File: src/rtl/tabuleiro_ataque.sv
`default_nettype none
// ============================================================================
// Module      : tabuleiro_ataque
// Description : Battleship board stage. It passes the chosen ship map through
//               during preparation. In attack it takes shots, keeps score and
//               drives the five column maps of matriz_leds.
//               Optional macro TABULEIRO_CURSOR_EN adds a blinking aim cursor.
// Revision    : 1.0 - initial release
// ============================================================================
module tabuleiro_ataque #(
  parameter int MAX_TIROS = 15,
  parameter int BLINK_W   = 6
) (
  input  logic       clock,
  input  logic       reset_n,
  input  logic       preparacao,
  input  logic       ataque,
  input  logic [6:0] mapa_in0,
  input  logic [6:0] mapa_in1,
  input  logic [6:0] mapa_in2,
  input  logic [6:0] mapa_in3,
  input  logic [6:0] mapa_in4,
  input  logic [2:0] linha,
  input  logic [2:0] coluna,
  input  logic       confirma,
  output logic [6:0] mapa0,
  output logic [6:0] mapa1,
  output logic [6:0] mapa2,
  output logic [6:0] mapa3,
  output logic [6:0] mapa4,
  output logic [3:0] tiros,
  output logic [3:0] acertos,
  output logic       invalido,
  output logic       fim_jogo,
  output logic       vitoria
);

  localparam logic [2:0] c_desl  = 3'd0;
  localparam logic [2:0] c_prep  = 3'd1;
  localparam logic [2:0] c_carga = 3'd2;
  localparam logic [2:0] c_jogo  = 3'd3;
  localparam logic [2:0] c_fim   = 3'd4;
  localparam logic [3:0] c_max_tiros = 4'(MAX_TIROS);

  logic [2:0]         r_state, w_next;
  logic               r_conf_s1, r_conf_s2, r_conf_d, w_disparo;
  logic [BLINK_W-1:0] r_blink_cnt;
  logic               w_blink;
  logic [4:0][6:0]    w_in, w_disp;
  logic [4:0][6:0]    r_navios, r_acerto, r_erro;
  logic [5:0]         r_total, w_pop;
  logic [3:0]         r_tiros, r_acertos;
  logic               r_pend, r_invalido;
  logic [2:0]         r_lin, r_col;
  logic               w_in_range, w_valid, w_fim_cond;

  assign w_in      = {mapa_in4, mapa_in3, mapa_in2, mapa_in1, mapa_in0};
  assign w_disparo = r_conf_s2 & ~r_conf_d;
  assign w_blink   = r_blink_cnt[BLINK_W-1];

  // Synchronizer plus edge-detect flop: a held button yields a single shot.
  always_ff @(posedge clock or negedge reset_n) begin
    if (!reset_n) begin
      r_conf_s1   <= 1'b0;
      r_conf_s2   <= 1'b0;
      r_conf_d    <= 1'b0;
      r_blink_cnt <= '0;
    end else begin
      r_conf_s1   <= confirma;
      r_conf_s2   <= r_conf_s1;
      r_conf_d    <= r_conf_s2;
      r_blink_cnt <= r_blink_cnt + 1'b1;
    end
  end

  always_comb begin
    w_pop = '0;
    for (int c = 0; c < 5; c++)
      for (int r = 0; r < 7; r++)
        w_pop = w_pop + {5'd0, w_in[c][r]};
  end

  assign w_in_range = (r_lin <= 3'd6) && (r_col <= 3'd4);
  assign w_valid    = w_in_range && !(r_acerto[r_col][r_lin] | r_erro[r_col][r_lin]);
  assign w_fim_cond = ({2'b00, r_acertos} == r_total) || (r_tiros == c_max_tiros);

  // State register
  always_ff @(posedge clock or negedge reset_n) begin
    if (!reset_n) r_state <= c_desl;
    else          r_state <= w_next;
  end

  // Next-state logic
  always_comb begin
    w_next = r_state;
    if (preparacao) begin
      w_next = c_prep;
    end else if (!ataque) begin
      w_next = c_desl;
    end else begin
      case (r_state)
        c_prep:  w_next = c_carga;
        c_carga: w_next = (w_pop == 6'd0) ? c_fim : c_jogo;
        c_jogo:  w_next = w_fim_cond ? c_fim : c_jogo;
        default: w_next = r_state;
      endcase
    end
  end

  // Game datapath; leaving the game clears everything on the same edge.
  always_ff @(posedge clock or negedge reset_n) begin
    if (!reset_n) begin
      r_navios   <= '0;
      r_acerto   <= '0;
      r_erro     <= '0;
      r_total    <= '0;
      r_tiros    <= '0;
      r_acertos  <= '0;
      r_pend     <= 1'b0;
      r_lin      <= '0;
      r_col      <= '0;
      r_invalido <= 1'b0;
    end else begin
      r_invalido <= 1'b0;
      r_pend     <= w_disparo && (r_state == c_jogo);
      if (w_disparo) begin
        r_lin <= linha;
        r_col <= coluna;
      end
      if (w_next == c_desl || w_next == c_prep) begin
        r_navios  <= '0;
        r_acerto  <= '0;
        r_erro    <= '0;
        r_total   <= '0;
        r_tiros   <= '0;
        r_acertos <= '0;
        r_pend    <= 1'b0;
      end else if (r_state == c_carga) begin
        r_navios  <= w_in;
        r_acerto  <= '0;
        r_erro    <= '0;
        r_total   <= w_pop;
        r_tiros   <= '0;
        r_acertos <= '0;
      end else if (r_state == c_jogo && r_pend) begin
        if (!w_valid) begin
          r_invalido <= 1'b1;
        end else begin
          r_tiros <= (r_tiros == 4'hF) ? r_tiros : r_tiros + 4'd1;
          if (r_navios[r_col][r_lin]) begin
            r_acerto[r_col][r_lin] <= 1'b1;
            r_acertos <= (r_acertos == 4'hF) ? r_acertos : r_acertos + 4'd1;
          end else begin
            r_erro[r_col][r_lin] <= 1'b1;
          end
        end
      end
    end
  end

  // Output logic
  always_comb begin
    w_disp = '0;
    case (r_state)
      c_prep: w_disp = w_in;
      c_jogo, c_fim: begin
        w_disp = r_acerto | (r_erro & {35{w_blink}});
`ifdef TABULEIRO_CURSOR_EN
        if (r_state == c_jogo && linha <= 3'd6 && coluna <= 3'd4)
          w_disp[coluna][linha] = w_disp[coluna][linha] ^ ~w_blink;
`endif
      end
      default: w_disp = '0;
    endcase
  end

  assign mapa0    = w_disp[0];
  assign mapa1    = w_disp[1];
  assign mapa2    = w_disp[2];
  assign mapa3    = w_disp[3];
  assign mapa4    = w_disp[4];
  assign tiros    = r_tiros;
  assign acertos  = r_acertos;
  assign invalido = r_invalido;
  assign fim_jogo = (r_state == c_fim);
  assign vitoria  = (r_state == c_fim) && ({2'b00, r_acertos} == r_total);

endmodule
`default_nettype wire

File: config.mk
export PLATFORM = sky130hd
export DESIGN_NAME = tabuleiro_ataque
export DESIGN_NICKNAME = d
export VERILOG_FILES = /design/src/rtl/tabuleiro_ataque.sv
export SDC_FILE = /design/constraint.sdc
export NUM_CORES = 1
export LEC_CHECK = 0
export CAP_MARGIN = 0
export CORE_MARGIN = 1.5
export CORE_UTILIZATION = 40
export CTS_CLUSTER_DIAMETER = 80
export DETAILED_ROUTE_END_ITERATION = 16
export SYNTH_ARGS = -nofsm -noshare
export SYNTH_HDL_FRONTEND = slang
export SYNTH_SLANG_ARGS = --single-unit
File: constraint.sdc
create_clock -name clock -period 5.07 [get_ports clock]
set_input_delay 1.2675 -clock clock [delete_from_list [all_inputs] [get_ports clock]]
set_output_delay 1.2675 -clock clock [all_outputs]
set_load 0.02 [all_outputs]
Word-level counts from Yosys, hierarchy flattened:

Cells that the tools add are included.

* flip-flop bits (word level): 139
* output and inout port bits: 46

* $add $sub $neg: 37
* order comparisons: 6
* equality and inequality tests: 11
* muxes and demuxes: 52
* bitwise operators: 7
* reduce and logical (&&, ||, !) cells: 21

Operators by type and width (count)
* $mux 35: 12
* $add 6x1->6: 29
* $or 35x35->35: 3
* $pmux 35 s2: 1
* $bmux 7 s3: 3
* $mux 4: 11
* $and 35x35->35: 1
* $mux 7: 4
* $demux 7 s3: 1
* $mux 3: 4
* $mux 6: 2
* $bmux 1 s3: 3
* $mux 1: 9
* $pmux 3 s3: 1
* $reduce_and 3->1: 3
* $reduce_bool 3->1: 3
* $add 4x1->4 const B: 2
* $eq 4x4->1 const B: 2
* $lt 3x4->1 const B: 2
* $logic_and 1x1->1: 7
* $add 5x1->6: 1
* $add 6x1->6 const B: 1
* $eq 3x1->1 const B: 2
* $eq 3x2->1 const B: 2
* other kinds (21): 25

Depth between registers and ports, before layout:

* depth in word-level cells: 43
* depth in mapped cells: 20

Worst setup path after synthesis:

OpenSTA, ideal clock, no wires.

* kind: in2reg
* from: input port mapa_in3[2]
* to: register r_total[4]
* library setup time: 0.078 ns
* arrival: 5.744 ns
* data required time: 4.992 ns
* slack: -0.752 ns
* stages on the path: 20
* path buffers: 0
* path through: inv_1 > fa_1 > inv_1 > fa_1 > inv_1 > fa_1 > inv_1 > fa_1 > fa_1 > inv_1 > fa_1 > inv_1 > fa_1 > a21o_1 > a21oi_1 > inv_1 > a21oi_1 > xnor2_1 > nand2_1 > a21oi_1

* cells in the longest elaborated chain, start to end: 20
* elaborated cells between the ends (all ways): 23

RTL lines
* start: declaration: RTL line 21 `input logic [6:0] mapa_in3,`
* $add 6x1->6 * (12 in a row): RTL line 80 `w_pop = w_pop + {5'd0, w_in[c][r]};`
* $logic_not 6->1: RTL line 103 `c_carga: w_next = (w_pop == 6'd0) ? c_fim : c_jogo;`
* $mux 3: RTL line 103
* $pmux 3 s3: RTL line 101 `case (r_state)`
* $mux 3: RTL line 98 `end else if (!ataque) begin`
* $mux 3: RTL line 96 `if (preparacao) begin`
* $eq 3x1->1 / $logic_not 3->1 (equally long branches): RTL line 130 `if (w_next == c_desl || w_next == c_prep) begin`
* $logic_or 1x1->1: RTL line 130
* $mux 6 / $reduce_bool 2->1 (equally long branches)
* end signal: assignment: RTL line 142 `r_total <= w_pop;`
* end: declaration: RTL line 51 `logic [5:0] r_total, w_pop;`

Mark *: on every way between the ends. The rest lies on a longest branch, timed or not. The select of a mux whose other input is x is not followed.
A chain may end at the register's enable or synchronous reset.

Final worst setup path:

Ends and elaborated chain as after synthesis.

==> metrics.txt <==
Max IR drop VDD=351.8 uV; routed wire length=25.73 mm; Final Util=0.5080; dpl cells=1267; Final Setup Violations=8; initial antenna violation count=0; Std-Cell Rows=52; Crit. Startpoint=mapa_in3[2]; critical path's slowest cell=fa_1; first-pass GRT wire length=40.43 mm; Antenna diodes=0; Mapped Area=8205 sq um; Clock transition at path regs=60 ps; Setup CP Type=input pin to flop; most common cell after layout, fill and taps aside=nand2_1; clk sinks=139; status=finished, violations left; CTS tree=yes; Least-Margin Pin Slew=1185 ps; Via density=5.522; Total GRT Usage=0.2461; Die X=146.2 um; LEAKAGE=4.235 nW; PortBufs=91; Yosys cell types=71; Inserted Clock Buffers=17; Worst path max stage delay=540 ps; Hold Buf Count CTS=0; Worst setup EP type=flop; CORE AREA=20170 sq um; GPL Wtd Cong=0.8465; MaxCap Viol Count=0; pwr dens=423.6 nW/um^2; Period Utilization, post-route=1.077; total die area=21380 sq um; final worst slack=-390.0 ps; worst r2r src=r_col[2]; H-tree Lvls=4; dominant synthesized flop cell=dfrtp_1; Hold Violations, Final=0; layout cells sized above 1=0.1625; CTS root buf=clkbuf_16; CP cell instances=buf_8 -> inv_8 -> fa_1 -> inv_2 -> fa_1 -> inv_1 -> fa_1 -> inv_2 -> fa_1 -> fa_1 -> inv_1 -> fa_1 -> inv_2 -> fa_2 -> a21o_1 -> a21oi_2 -> inv_1 -> a21oi_2 -> xnor2_1 -> nand2_1 -> a21oi_2; DP HPWL=18.14 mm; Post-Syn Nets=1006; Max clock buf depth=2; Max Fclk=183.2 MHz; RSZ-0062 raised after global routing=yes; post-route ant nets=0; Synthesis Warnings=0; fin crit period=5460 ps; Hold Startpoint=r_conf_s1; Rel. slew slack=0.2073; crit-path max FO=2; failing checks=negative setup slack; Initial Util=0.4068; Total Nets Final=1103; worst skew pair latency=430 ps; Seq cells post-synth=139; routed vias=7201; synthesized area per cell=8.880 sq um; drt initial violations=851; WP data arrival=5820 ps; Worst EP required=5430 ps; sequential-to-total area share from yosys stat=0.4239; Worst Skew=10.87 ps; Startpoint Class=input pin; Syn Inst Count=924; die span in y=146.2 um; vias in the first global route=7109; Setup TNS=-2312 ps; synthesis-to-finish area growth=24.87%; number of synthesized flops with an enable pin=0; fin cells=1304; Routed WL per cell=19.73 um; worst hold path class=flop to flop; Pre-Repair DR Iteration Count=6; most frequent cells in the layout=180 x nand2_1, 139 x dfrtp_1, 85 x a21oi_1; DRC viols=0; top-level port count=92; gr ovfl total=0; Async S/R FF share, synth=1.000; largest net degree at the start of global routing=64; FILL cells=1953; max-slew violations=0; critical path's most frequent cell=fa_1
[registers in the layout, indices dropped and copies added, names as in the netlist]
signal / cells
r_total: 6
r_conf_s1: 1
invalido: 1
r_blink_cnt: 6
acertos: 4
tiros: 4
r_lin: 3
r_conf_d: 1
r_conf_s2: 1
r_erro: 35
r_acerto: 35
r_pend: 1
r_state: 3
r_col: 3
r_navios: 35
[final cells by class]
| class | instances | area (sq um) | share of cell area |
|---|---|---|---|
| well taps | 270 | 337.8 | 0.03297 |
| clock inverters | 14 | 205.2 | 0.02003 |
| clock buffers | 18 | 439.2 | 0.04286 |
| multi-input cells | 645 | 4198 | 0.4097 |
| inverters | 67 | 259.0 | 0.02528 |
| flip-flops and latches | 139 | 3478 | 0.3395 |
| repair buffers | 151 | 1329 | 0.1297 |
[synthesized netlist by cell type, drive strengths merged (2+ instances only)]
master / instances / share of area
o22ai: 10 / 0.0076
nor3b: 2 / 0.0018
o32ai: 2 / 0.0021
nor4: 4 / 0.0030
xor2: 4 / 0.0043
a211oi: 3 / 0.0034
nand3: 10 / 0.0091
a21oi: 89 / 0.054
inv: 67 / 0.031
o22a: 2 / 0.0021
ha: 10 / 0.015
or2: 5 / 0.0038
o41ai: 2 / 0.0021
nor2b: 5 / 0.0038
o31ai: 52 / 0.060
nand2b: 8 / 0.0061
or4: 2 / 0.0018
nand4: 10 / 0.0076
nand3b: 5 / 0.0046
buf: 24 / 0.022
a21o: 2 / 0.0018
fa: 26 / 0.063
o21ai: 45 / 0.027
or3b: 4 / 0.0043
a31oi: 4 / 0.0030
mux2i: 8 / 0.0098
o221ai: 3 / 0.0032
nor3: 8 / 0.0063
nor2: 67 / 0.031
dfrtp: 139 / 0.42
clkbuf: 49 / 0.022
or3: 8 / 0.0061
a22oi: 7 / 0.0064
mux2: 6 / 0.0082
and2: 4 / 0.0030
nand2: 180 / 0.082
a41oi: 16 / 0.017
xnor2: 8 / 0.0085
a31o: 2 / 0.0021
[worst max-delay path: cells and delay by family]
family          cells  cell delay, ps
fa+ha+maj           7            3300
compound gates      4             640
simple gates        1              80
xor+xnor            1             130
buf+inv             8             410
[routing by layer]
metal  routed length, um  GRT usage
met1               11560     0.3482
met2               12320     0.3877
met3                1198    0.03875
met4                 651    0.07828
met5                   0          0
[logic make-up (layout without fill, tap and decap cells)]
logic type | count (synthesis) | in the layout | synth area share
xor+xnor | 12 | 12 | 0.01281
compound gates | 256 | 256 | 0.2121
flops | 139 | 139 | 0.4239
mux | 14 | 14 | 0.01799
buf+inv | 140 | 250 | 0.07502
fa+ha+maj | 36 | 36 | 0.07868
simple gates | 327 | 327 | 0.1795
[power by group]
part | internal [mW] | leakage, nW | total [mW] | switching [mW]
Sequential | 1.12 | 1.91 | 1.16 | 0.0374
Combinational | 0.913 | 2.02 | 1.81 | 0.894
Clock | 0.848 | 0.309 | 1.37 | 0.526
Total | 2.88 | 4.23 | 4.34 | 1.46
[worst paths after layout]
check | end | cells after the start | slack (ps)
setup reg to reg | acertos[3] | 7 | 760
hold / removal | r_conf_s2 | 0 | 350
hold reg to reg | r_conf_s2 | 0 | 350
max in group asynchronous | r_erro[5] | 2 | 3280
min in group asynchronous | r_blink_cnt[0] | 1 | 830
setup / recovery | r_total[4] | 21 | -390
[per-stage QoR]
stage	setup WS, ps	instance area, sq um	power (mW)	hold slack [ps]
floorplan	-585.7	8228	2.115	331.2
global placement	-1300	9552	2.699	339.1
detailed placement	-1317	9552	2.693	337.0
CTS	-368.6	10190	4.176	351.1
global route	-615.0	10250	4.595	352.2
finish	-390.0	10250	4.340	348.3
[repair_timing]
item	4_1_cts	5_1_grt
pin swaps	19	16
setup endpoints to repair	9	8
gates resized for setup	61	10
buffers inserted	2	3
Note: power is estimated with default switching activity, not from simulation.
